**src/rtl/alu_op_sequencer.sv**
```systemverilog
// Program-driven sequencer for the 4-bit ALU / 8-bit result-register datapath.
// Latency: start accepted at edge T -> CLEAR in T+1, EXEC from T+2, one entry per cycle, DONE after the last pass.
// Backpressure: none; start and prog_we are honoured only in IDLE, abort cancels a run in CLEAR/EXEC.
//
// Ports:
//   clk, reset          single rising-edge clock, synchronous active-high reset
//   prog_we/addr/entry  program write port, entry = {last, op[2:0], data[3:0]}
//   start, reps, abort  run request, repeat count (reps+1 passes), run cancel
//   alu_select/data     ALU operation and operand, driven only in EXEC
//   reg_clear/load      result-register enables
//   busy, done, pc      run status and current entry index
module alu_op_sequencer #(
  parameter int DEPTH = 8,
  parameter int AW    = 3
) (
  input  logic          clk,
  input  logic          reset,
  input  logic          prog_we,
  input  logic [AW-1:0] prog_addr,
  input  logic [7:0]    prog_entry,
  input  logic          start,
  input  logic [1:0]    reps,
  input  logic          abort,
  output logic [2:0]    alu_select,
  output logic [3:0]    alu_data,
  output logic          reg_clear,
  output logic          reg_load,
  output logic          busy,
  output logic          done,
  output logic [AW-1:0] pc
);

  typedef enum logic [1:0] {
    S_IDLE  = 2'd0,
    S_CLEAR = 2'd1,
    S_EXEC  = 2'd2,
    S_DONE  = 2'd3
  } state_t;

  state_t        state, state_nxt;
  logic [AW-1:0] pc_nxt;
  logic [1:0]    loops_left, loops_nxt;
  logic [7:0]    mem [DEPTH];
  logic [7:0]    entry;
  logic          end_of_pass;

  // Asynchronous read of the entry addressed by pc.
  assign entry       = mem[pc];
  assign end_of_pass = entry[7] || (pc == AW'(DEPTH - 1));

  // Program storage; only writable while idle so a running program is stable.
  always_ff @(posedge clk) begin
    if (reset) begin
      for (int i = 0; i < DEPTH; i++) begin
        mem[i] <= '0;
      end
    end else if (prog_we && (state == S_IDLE)) begin
      mem[prog_addr] <= prog_entry;
    end
  end

  always_ff @(posedge clk) begin
    if (reset) begin
      state      <= S_IDLE;
      pc         <= '0;
      loops_left <= '0;
    end else begin
      state      <= state_nxt;
      pc         <= pc_nxt;
      loops_left <= loops_nxt;
    end
  end

  always_comb begin
    state_nxt  = state;
    pc_nxt     = pc;
    loops_nxt  = loops_left;
    alu_select = '0;
    alu_data   = '0;
    reg_clear  = 1'b0;
    reg_load   = 1'b0;
    busy       = 1'b0;
    done       = 1'b0;

    case (state)
      S_IDLE: begin
        if (start) begin
          loops_nxt = reps;
          pc_nxt    = '0;
          state_nxt = S_CLEAR;
        end
      end

      S_CLEAR: begin
        busy      = 1'b1;
        reg_clear = 1'b1;
        state_nxt = abort ? S_IDLE : S_EXEC;
      end

      S_EXEC: begin
        busy       = 1'b1;
        alu_select = entry[6:4];
        alu_data   = entry[3:0];
        if (abort) begin
          // The only input-to-output path: an aborted entry must not be
          // loaded, so the load enable is gated in the same cycle. pc holds.
          state_nxt = S_IDLE;
        end else begin
          reg_load = 1'b1;
          if (end_of_pass) begin
            if (loops_left == 2'd0) begin
              state_nxt = S_DONE;
            end else begin
              // Next pass accumulates onto the register; no re-clear.
              loops_nxt = loops_left - 2'd1;
              pc_nxt    = '0;
            end
          end else begin
            pc_nxt = pc + AW'(1);
          end
        end
      end

      S_DONE: begin
        done      = 1'b1;
        state_nxt = S_IDLE;
      end

      default: state_nxt = S_IDLE;
    endcase
  end

endmodule

```
**config.mk**
```make
export PLATFORM = sky130hd
export DESIGN_NAME = alu_op_sequencer
export DESIGN_NICKNAME = d
export VERILOG_FILES = /design/src/rtl/alu_op_sequencer.sv
export SDC_FILE = /design/constraint.sdc
export NUM_CORES = 1
export LEC_CHECK = 0
export CORE_ASPECT_RATIO = 0.9
export CORE_MARGIN = 3
export CORE_UTILIZATION = 55
export DETAILED_ROUTE_END_ITERATION = 7
export PLACE_DENSITY = 0.77
export REMOVE_ABC_BUFFERS = 1
export SETUP_SLACK_MARGIN = 0.1
export SLEW_MARGIN = 20
export SYNTH_ARGS = -nofsm -noshare
export SYNTH_HDL_FRONTEND = slang
export SYNTH_SLANG_ARGS = --single-unit
export TNS_END_PERCENT = 10
```
**constraint.sdc**
```tcl
create_clock -name clk -period 2.4 [get_ports clk]
set_input_delay 0.48 -clock clk [delete_from_list [all_inputs] [get_ports clk]]
set_output_delay 0.48 -clock clk [all_outputs]
set_load 0.03 [all_outputs]
```
* Word-level counts from Yosys, hierarchy flattened *
Memories as Yosys holds them, arrays and structs flattened. A register that Yosys moved wholly into a read port is not among the register bits.
Index checks and enable logic that the tools add are counted.

operators by class
  add/subtract/negate cells = 2
  reductions and logical operators = 10
  eq/ne operators = 11
  muxes and demuxes = 33

operators by type and width
  cell                   count
  $mux W3                8
  $mux W2                9
  $mux W1                11
  $ne A3 B3 Y1 const B   3
  $mux W8                1
  $ne A2 B2 Y1 const B   4
  $pmux W2 S4            1
  $reduce_or A8 Y1       1
  $pmux W3 S2            1
  $reduce_and A5 Y1      1
  $eq A2 B2 Y1 const B   2
  $logic_not A2 Y1       2
  $mux W4                1
  $pmux W2 S2            1
  $reduce_and A4 Y1      1
  $add A3 B1 Y3 const B  1
  $eq A3 B3 Y1 const B   1
  $reduce_and A3 Y1      1
  $eq A2 B1 Y1 const B   1
  $reduce_bool A2 Y1     1
  $reduce_or A2 Y1       1
  $sub A2 B1 Y2 const B  1
  $logic_and A1 B1 Y1    1
  $logic_or A1 B1 Y1     1

word-level totals
  memories kept = 1
  register bits = 7
  RAM bits = 64
  logic and storage cells = 60

memories
  memory  depth  width  rd ports  clocked after Yosys merged registers in  write ports  RTL line  text
  mem     8      8      1         1                                        8            43        logic [7:0] mem [DEPTH];

* Logic depth before layout (Yosys ltp) *
Gate-level depths: netlist of run 1.

  word-level depth = 7
  mapped depth = 7

* Least setup slack after synthesis of run 1 *
No wires, ideal clock.

  path type = flip-flop to output port
  from = register (tool-made name)
  to = output alu_data[1]
  cell stages (with the launch flop) = 6
  path slack = 0.285 ns
  required time = 1.920 ns
  arrival time = 1.635 ns
  path through = dfxtp_1 clkbuf_1 clkbuf_1 mux4_2 mux2i_1 nor2b_1

RTL lines
  element           RTL line  text
  end: declaration  25        output logic [3:0] alu_data,

==> summary.md, run 1 <==
• Min-Delay Endpoint: loops_left[0]
• count of final hold-check violations: 0
• post-synthesis instance total: 264
• area of the die: 0.00767 sq mm
• layout net count: 343
• RSZ-0062 raised after global routing: true
• die width: 92.0 um
• Final Wtd Congestion: 0.869
• TritonCTS Sinks: 74
• global-route wire length before repair: 12000 um
• initial standard-cell utilization of the core: 58.2%
• flip-flop cell with the highest count after synthesis: edfxtp_1
• count of TritonRoute iterations in the first routing pass: 4
• setup slack of the worst register-to-register path: 0.35 ns
• Port Buffer Count: 31
• part of the Yosys area used for sequential elements: 58.0%
• detailed placer's ending HPWL: 5210 um
• signed area change from the synthesized netlist to the final layout: 18.5%
• number of buffers and inverters on the critical path: 2
• Area contributors post-synth: edfxtp_1 53%, and2_1 11%, mux4_2 7.4%, dfxtp_1 5.5%, mux2i_1 4.4%
• Crit Reg-Reg Endpoint: loops_left[1]
• core area: 0.00628 sq mm
• final worst hold slack: 0.505 ns
• clock tree from TritonCTS: done
• insertion delay to the later sink of the worst-skew pair: 0.34 ns
• area leader, netlist: edfxtp_1
• post-detailed-routing wire length: 7460 um
• Final Cycle Share: 95.0%
• Leak: 1.63 nW
• crit end category: output port
• total via count in the routed design: 2263
• Warnings, synthesis: 0
• skew final: 0.00845 ns
• CP startpoint kind: register
• area share of the leading cell type in the synthesized netlist: 52.5%
• die outline height: 83.4 um
• Clock transition at path regs: 0.07 ns
• Post-CTS Hold Fix Bufs: 0
• worst setup margin: 0.121 ns
• clock root buffer master: clkbuf_8
• diode count: 0
• Vias per Instance: 5.55
• total of endpoints with negative setup slack in the final report: 0
• data arrival time of the critical path: 1.80 ns
• Avg Cell Area, Syn: 13.9 sq um
• largest net degree at the start of global routing: 21
• Slew @ Worst Pin: 0.647 ns
• layout cell share with drive strength beyond 1: 19.0%
• global-route usage over all layers: 21.4%
• number of flops mapped to enable cells by yosys: 64
• Crit path max-delay family: multiplexers
• Worst slew margin: 56.8%
• class of the worst hold path: reg2reg
• commonest cells after routing, fill and taps aside: 64 x and2_1, 64 x edfxtp_1, 23 x clkdlybuf4s50_1
• number of cell instances on the worst register-to-register path: 6
• pre-CTS setup slack: -0.00176 ns
• achievable clock frequency: 439 MHz
• final period demand of the worst path: 2.28 ns
• Worst Path Class, Setup: reg2out
• I/O pins: 32
• Worst path slowest cell: mux4_1
• maximum buffer depth of the clock tree: 2
• synthesized flop and latch total: 74
• CTS H-tree lvls: 3
• via count of the first global-routing pass: 2210
• overflow left after global routing: 0
• Placement Rows: 27
• netlist area before placement: 0.00366 sq mm
• remaining number of nets flagged by the antenna check after routing: 0
• MaxCap Viol Count: 0
• number of unique standard cell types used by synthesis: 37
• number of design-rule violations left by the first detailed-router iteration: 196
• Max VDD drop: 0.000380 V
• data required time at the worst endpoint: 1.92 ns
• biggest cell delay along the critical path: 0.55 ns
• status: finished, final reports clean
• number of CTS-inserted buffers: 9
• startpoint of the tightest hold check path: loops_left[0]
• number of max-slew violations in the final report: 0
• FFs w/ async S/R, synth: 0%
• critical path fanouts, max: 11
• CP cell instances: buf_12, mux4_1, mux2i_1, nor2b_1, buf_2
• number of antenna violations at the first check in global routing: 0
• cell depth of the worst hold path: 2
• drt wl/cell: 18.3 um
• Pwr per Cell Area: 575 mW/mm^2
• final routed DRC violation total: 0
==> Yosys cell counts, types with 2 or more instances <==
cell / count
nand2b_1: 5
nor2b_1: 11
nand4b_1: 2
or2_2: 3
inv_1: 6
clkbuf_1: 5
o21ai_0: 6
buf_2: 4
ha_1: 8
edfxtp_1: 64
mux4_2: 12
and2_1: 64
nand4_1: 4
mux4_1: 3
nand2_1: 8
dfxtp_1: 10
nor3_1: 2
a31oi_1: 2
mux2i_1: 16
nor2_1: 12
==> logic make-up (layout without fill, tap and decap cells) <==
group	after synthesis	in the layout	synth area share [%]
compound gates	17	17	3.93
simple gates	115	115	18.4
fa+ha+maj	8	8	2.74
buf+inv	16	73	1.98
flops	74	74	58.0
mux	34	34	14.9
==> area by class of cell <==
cell class | count | area (sq um)
sequential | 74 | 2120
fill | 475 | 1950
multi-input combinational | 174 | 1460
timing repair buffer | 52 | 468
clock buffer | 11 | 131
tap | 87 | 109
inverter | 6 | 22.5
clock inverter | 4 | 20.0
==> tightest hold or removal path, delay by kind of cell (launching register included) <==
kind,cells,cell delay [ns]
DFF,1,0.33
AOI/OAI and AO/OA,1,0.07
and+or+nand+nor,1,0.06
==> sequential cells by signal (all words and copies together), names as in the netlist, named ones only <==
register and count:
loops_left 2, mem 64, pc 3, state 2
==> report_power, final <==
group	internal (mW)	leakage [nW]	total, mW	switching, mW
Clock	0.361	0.0743	0.767	0.406
Sequential	1.45	0.746	1.46	0.0161
Combinational	0.118	0.805	0.261	0.143
Total	1.93	1.63	2.49	0.565
==> how the worst max path moves through the flow <==
stage,start,to,slack [ns],cells after the start
2_1_floorplan,register,loops_left[1],0.12,4
3_3_place_gp,register,alu_select[2],0.03,5
3_5_place_dp,register,alu_select[2],-0.002,5
4_1_cts,register,alu_data[2],0.02,5
5_1_grt,register,alu_select[2],0.05,5
6_report,register,alu_select[2],0.12,5
==> layer usage <==
metal	up-vias	GRT usage (%)	routed length (um)
met5	-	0	0
met4	0	7.96	125
met3	14	4.62	564
met2	75	34.7	3710
met1	1095	28.4	3060
li1	1079	-	-
==> metrics by stage <==
stage	power, mW	setup TNS (ns)	utilization, %	instance area (sq um)	cells
finish	2.49	0	69.0	4340	408
floorplan	1.63	0	-	3610	254
CTS	2.52	0	69.3	4360	407
detailed placement	1.75	-0.00176	67.1	4210	392
global placement	1.75	0	67.1	4210	392
global route	2.59	0	69.0	4340	408
==> repair_timing <==
action | in CTS | in global routing
buffers inserted | 0 | 1
setup endpoints to repair | 7 | 8
resized for setup | 28 | 9
(Power assumes the default switching activity.)
==> run 2, diff against run 1 <==
Settings changed: SLEW_MARGIN 20 to unset.
==> results of run 2 <==
Final layout, timing and power as in run 1 (identical DEF).
